### config.mk
export PLATFORM = sky130hd
export DESIGN_NAME = sl3_lock_monitor
export DESIGN_NICKNAME = d
export VERILOG_FILES = /design/src/rtl/sl3_lock_monitor.sv
export SDC_FILE = /design/constraint.sdc
export NUM_CORES = 1
export LEC_CHECK = 0
export ABC_AREA = 1
export BUFFER_PORTS_ARGS = -buffer_cell sky130_fd_sc_hd__buf_2
export CAP_MARGIN = 0
export CORE_MARGIN = 2
export CORE_UTILIZATION = 40
export DETAILED_ROUTE_END_ITERATION = 10
export PLACE_DENSITY = 0.64
export SLEW_MARGIN = 25
export SYNTH_ARGS = -nofsm -noshare
export SYNTH_HDL_FRONTEND = slang
export SYNTH_SLANG_ARGS = --single-unit
### constraint.sdc
create_clock -name clk -period 2.9 [get_ports clk]
set_clock_uncertainty 0.2 [all_clocks]
set_input_delay 0.58 -clock clk [delete_from_list [all_inputs] [get_ports clk]]
set_output_delay 0.58 -clock clk [all_outputs]
set_load 0.05 [all_outputs]
### src/rtl/sl3_lock_monitor.sv
// rtl/sl3_lock_monitor.sv - SL3 receive link lock supervisor: relock, grace window, lock acquire, windowed error watch.
// SL3_LOCK_MON_STATS_EN exposes win_errs and relock_count; otherwise both read 0.
module sl3_lock_monitor #(
  parameter int TARGET_CHIP  = 2,
  parameter int GRACE_CYCLES = 64,
  parameter int GOOD_WORDS   = 64,
  parameter int ACQ_TIMEOUT  = 4096,
  parameter int WIN_LOG2     = 8,
  parameter int ERR_THRESH   = 16
) (
  input  logic        clk,
  input  logic        srst,
  input  logic        din_valid,
  input  logic        frame_ok,
  input  logic        frame_err,
  output logic        relock_req,
  output logic        grace,
  output logic        locked,
  output logic [7:0]  win_errs,
  output logic [15:0] relock_count
);

  localparam int GW = $clog2(GRACE_CYCLES);
  localparam int CW = $clog2(GOOD_WORDS + 1);
  localparam int TW = $clog2(ACQ_TIMEOUT + 1);
  localparam int EW = WIN_LOG2 + 1;

  typedef enum logic [3:0] {
    S_RELOCK = 4'b0001,
    S_GRACE  = 4'b0010,
    S_ACQ    = 4'b0100,
    S_LOCKED = 4'b1000
  } state_t;

  if (TARGET_CHIP < 0) begin : g_chip_sel_unused
  end

  state_t              state_q, state_d;
  logic                rst_q;
  logic [GW-1:0]       grace_cnt_q, grace_cnt_d;
  logic [CW-1:0]       good_q, good_d;
  logic [TW-1:0]       tmo_q, tmo_d;
  logic [WIN_LOG2-1:0] win_q, win_d;
  logic [EW-1:0]       errs_q, errs_d;
  logic                relock_req_q, grace_q, locked_q;
  logic                v_err, v_good;

  always_comb begin
    v_err       = din_valid & frame_err;
    v_good      = din_valid & frame_ok & ~frame_err;
    state_d     = state_q;
    grace_cnt_d = grace_cnt_q;
    good_d      = good_q;
    tmo_d       = tmo_q;
    win_d       = win_q;
    errs_d      = errs_q;
    // rst_q holds RELOCK for the first post-reset cycle so the request pulse is visible
    if (rst_q) begin
      state_d = S_RELOCK;
    end else begin
      case (state_q)
        S_RELOCK: begin
          state_d     = S_GRACE;
          grace_cnt_d = GW'(GRACE_CYCLES - 1);
          good_d      = '0;
          tmo_d       = '0;
          win_d       = '0;
          errs_d      = '0;
        end
        S_GRACE: begin
          if (grace_cnt_q == '0) state_d = S_ACQ;
          else grace_cnt_d = grace_cnt_q - GW'(1);
        end
        S_ACQ: begin
          tmo_d = tmo_q + TW'(1);
          if (v_err) good_d = '0;
          else if (v_good) good_d = good_q + CW'(1);
          if (good_d == CW'(GOOD_WORDS)) state_d = S_LOCKED;
          else if (tmo_q == TW'(ACQ_TIMEOUT - 1)) state_d = S_RELOCK;
        end
        S_LOCKED: begin
          if (din_valid) begin
            win_d = win_q + WIN_LOG2'(1);
            // an error on the wrap word opens the new window with a count of one
            if (win_q == '1) errs_d = EW'(v_err);
            else errs_d = errs_q + EW'(v_err);
          end
          if (v_err && errs_d >= EW'(ERR_THRESH)) state_d = S_RELOCK;
        end
        default: state_d = S_RELOCK;
      endcase
    end
  end

  always_ff @(posedge clk) begin
    if (srst) begin
      state_q      <= S_RELOCK;
      rst_q        <= 1'b1;
      grace_cnt_q  <= '0;
      good_q       <= '0;
      tmo_q        <= '0;
      win_q        <= '0;
      errs_q       <= '0;
      relock_req_q <= 1'b0;
      grace_q      <= 1'b0;
      locked_q     <= 1'b0;
    end else begin
      state_q      <= state_d;
      rst_q        <= 1'b0;
      grace_cnt_q  <= grace_cnt_d;
      good_q       <= good_d;
      tmo_q        <= tmo_d;
      win_q        <= win_d;
      errs_q       <= errs_d;
      relock_req_q <= (state_d == S_RELOCK);
      grace_q      <= (state_d == S_GRACE);
      locked_q     <= (state_d == S_LOCKED);
    end
  end

  assign relock_req = relock_req_q;
  assign grace      = grace_q;
  assign locked     = locked_q;

`ifdef SL3_LOCK_MON_STATS_EN
  logic [15:0] relock_cnt_q, relock_cnt_d;

  always_comb begin
    relock_cnt_d = relock_cnt_q;
    if (state_q == S_RELOCK && !rst_q && relock_cnt_q != 16'hFFFF)
      relock_cnt_d = relock_cnt_q + 16'd1;
  end

  always_ff @(posedge clk) begin
    if (srst) relock_cnt_q <= '0;
    else relock_cnt_q <= relock_cnt_d;
  end

  assign relock_count = relock_cnt_q;
  assign win_errs     = (32'(errs_q) > 32'd255) ? 8'hFF : 8'(errs_q);
`else
  assign relock_count = '0;
  assign win_errs     = '0;
`endif

endmodule

==> run_results.csv <==
group,metric,value,unit
clock_network,cts_resized,0,
final_layout,fillers,776,
floorplanning,die_area,8140,sq um
synth,yosysWarnings,0,
grt,grt_pass1_vias,2385,
sta,fmax,433,MHz
synth,synthArstFlopShare,0,%
synth,synth_ff_type,"dfxtp_1",
grt,grt_overflow,0,
setup_path,path_max_fanout,11,
synth,synth.most_common_cell,"nand2_1",
setup_path,endpoint_kind,"register",
floorplanning,start_util,41.2,%
route,routedWlPerCell,11.0,um
sta,setup_slack,0.591,ns
clock_network,root_buffer,"clkbuf_8",
route,ant_nets,0,
job,cap_violations,0,
synth,synth_top_area_share,34.3,%
final_layout,fin_area,3100,sq um
route,drt_first_pass_iters,4,
synth,netlist_instances,434,
floorplanning,rows,31,
sta,fin_tns_setup,0,ns
sta,rsz0062_at_grt,"false",
clock_network,hold_buffers,0,
synth,synthTopCellsByArea,"dfxtp_1, nand2_1, inv_1, buf_4, nand3_1",
sta,maxSlewViolCount,0,
grt,grt_pass1_wl,10300,um
synth,netlist_top_cells_count,"nand2_1, inv_1, dfxtp_1",
clock_network,clkTransAtPathRegs,0.08,ns
place,gp_congestion,0.796,
min_path,hp-class,"register to register",
clock_network,htree_levels,2,
place,placed_cell_area,3020,sq um
final_layout,diodes,0,
synth,synth_area_per_cell,6.85,sq um
power_and_ir_drop,irDropWorstVdd,0.000278,V
grt,track_usage,15.4,%
setup_path,path_class,"input pin to register",
sta,finalHoldViolations,0,
min_path,hold_path_startpoint,"tmo_q[4]$_SDFFE_PP0P_",
clock_network,clk_latency,0.31,ns
final_layout,fin_nets,454,
power_and_ir_drop,power.density,432,nW/um^2
route,routed.top_layer,"met4",
place,io_buffers,7,
final_layout,final_layout_size_suffix_gt1_share,9.93,%
route,drt_iter0_drc,124,
route,routed_wl,5980,um
final_layout,synthToLayoutAreaGrowth,4.25,%
route,route.detailed.drc,0,
route,num_vias,2581,
synth,ys_types,39,
place,dp_hpwl,4460,um
clock_network,ctsLongestPathBuffers,2,
route,vias_per_cell,4.76,
setup_path,cp-start-kind,"input pin",
route,met3_length,159,um
sta,finalCritPeriodShare,79.6,%
floorplanning,io_pins,32,
sta,final-setup-viol-count,0,
floorplanning,core-area,7210,sq um
sta,layout_min_cycle_time,2.31,ns
floorplanning,die_w,90.2,um
synth,ys_ff_latch,51,
setup_path,timing.rr.start,"good_q[0]$_SDFFE_PP0P_",
clock_network,cts_buffers,5,
synth,synth_edf_count,0,
clock_network,post_cts.repair.setup_buffers,0,
synth,synth_top_cell_by_area,"dfxtp_1",
setup_path,cp-startpoint,"din_valid",
grt,grt_max_degree,28,
clock_network,cts.sinks,51,
floorplanning,die_height,90.2,um
synth,syn_area,2970,sq um
setup_path,cp.arrival,2.36,ns
outcome,status,"finished, final reports clean",
place,dp_slack,0.298,ns
clock_network,cts_tree,"yes",
synth,synth_seq_area_share,34.3,%
power_and_ir_drop,leakagePower,1.30,nW
route,wl_met1,2880,um
route,met2_length,2870,um
setup_path,worstPathRequired,2.95,ns
grt,antenna_found_initial,0,
[stage by stage]
| step | hold WS, ns | utilization, % | std cells | power [mW] |
|---|---|---|---|---|
| CTS | 0.272 | 43.0 | 542 | 1.35 |
| finish | 0.269 | 43.0 | 542 | 1.34 |
| global placement | 0.250 | 41.8 | 534 | 0.945 |
| global route | 0.301 | 43.0 | 542 | 1.40 |
| detailed placement | 0.259 | 41.8 | 534 | 0.949 |
| floorplan | 0.231 | - | 457 | 0.940 |
[critical path, cell delays in order]
cell and delay (ns):
buf_2 0.20, nand2_1 0.09, inv_1 0.13, ha_1 0.19, ha_1 0.18, nand3_1 0.12
nor2_1 0.19, nand2_1 0.10, nand3_1 0.09, nand2_1 0.06, inv_1 0.05, nand3_1 0.07
nand2_1 0.07, nand2_1 0.04, nand2_1 0.05, nand2_1 0.06, nor2_1 0.08
[report_power, final]
part / internal, mW / switching (mW)
logic: 0.0413 / 0.160
registers: 0.716 / 0.0141
clock network: 0.170 / 0.235
total: 0.928 / 0.410
[cell usage in the layout (no fill, tap or decap), types with 2 or more instances in the layout]
| cell type | count |
|---|---|
| nor3_1 | 5 |
| a211oi_1 | 2 |
| nand3_1 | 34 |
| ha_1 | 7 |
| o21ai_1 | 3 |
| clkbuf_1 | 2 |
| xnor2_1 | 2 |
| conb_1 | 24 |
| o21bai_1 | 3 |
| nand2_2 | 3 |
| dfxtp_1 | 51 |
| xor2_1 | 3 |
| a21oi_1 | 32 |
| buf_4 | 2 |
| buf_2 | 7 |
| nor2_4 | 6 |
| inv_1 | 57 |
| o21ai_0 | 13 |
| nor2_2 | 7 |
| nor2_1 | 34 |
| a31oi_1 | 3 |
| nand4_1 | 16 |
| nand2_1 | 101 |
| clkbuf_8 | 5 |
| inv_2 | 5 |
[logic make-up (layout without fill, tap and decap cells)]
family                   Yosys count  in the layout  synth area share, %
other                              1             24                0.126
adder cells (fa/ha/maj)            7              7                 2.95
XOR/XNOR                           5              5                 1.47
AO/OA/AOI/OAI                     61             61                 11.6
buffers and inverters             93             79                 15.1
flip-flops                        51             51                 34.3
AND/OR/NAND/NOR                  216            216                 34.4
[layout make-up]
cell class	instances	area [sq um]	area share (%)
multi-input cells	313	1590	51.3
flip-flops and latches	51	1020	32.9
inverters	62	233	7.51
well taps	99	124	4.00
clock buffers	7	76.3	2.46
repair buffers	9	50.0	1.61
clock inverters	1	5.00	0.161
[final timing paths]
path	to	slack [ns]	cells after the start
worst max-delay path	state_q[3]$_SDFF_PP0_	0.59	17
worst min-delay path	tmo_q[4]$_SDFFE_PP0P_	0.27	2
worst max register to register	relock_req$_SDFF_PP0_	0.76	12
worst min register to register	tmo_q[4]$_SDFFE_PP0P_	0.27	2
[state kept, by name, indices dropped and copies added, names as in the netlist]
register,flops
errs_q,9
good_q,7
grace,1
grace_cnt_q,6
locked,1
relock_req,1
rst_q,1
state_q,4
tmo_q,13
win_q,8
[per-layer routing]
layer,GRT usage (%),vias up
met4,5.38,0
met1,18.7,1177
li1,-,1367
met5,0,-
met3,2.51,6
met2,27.5,31
(Power assumes the default switching activity.)
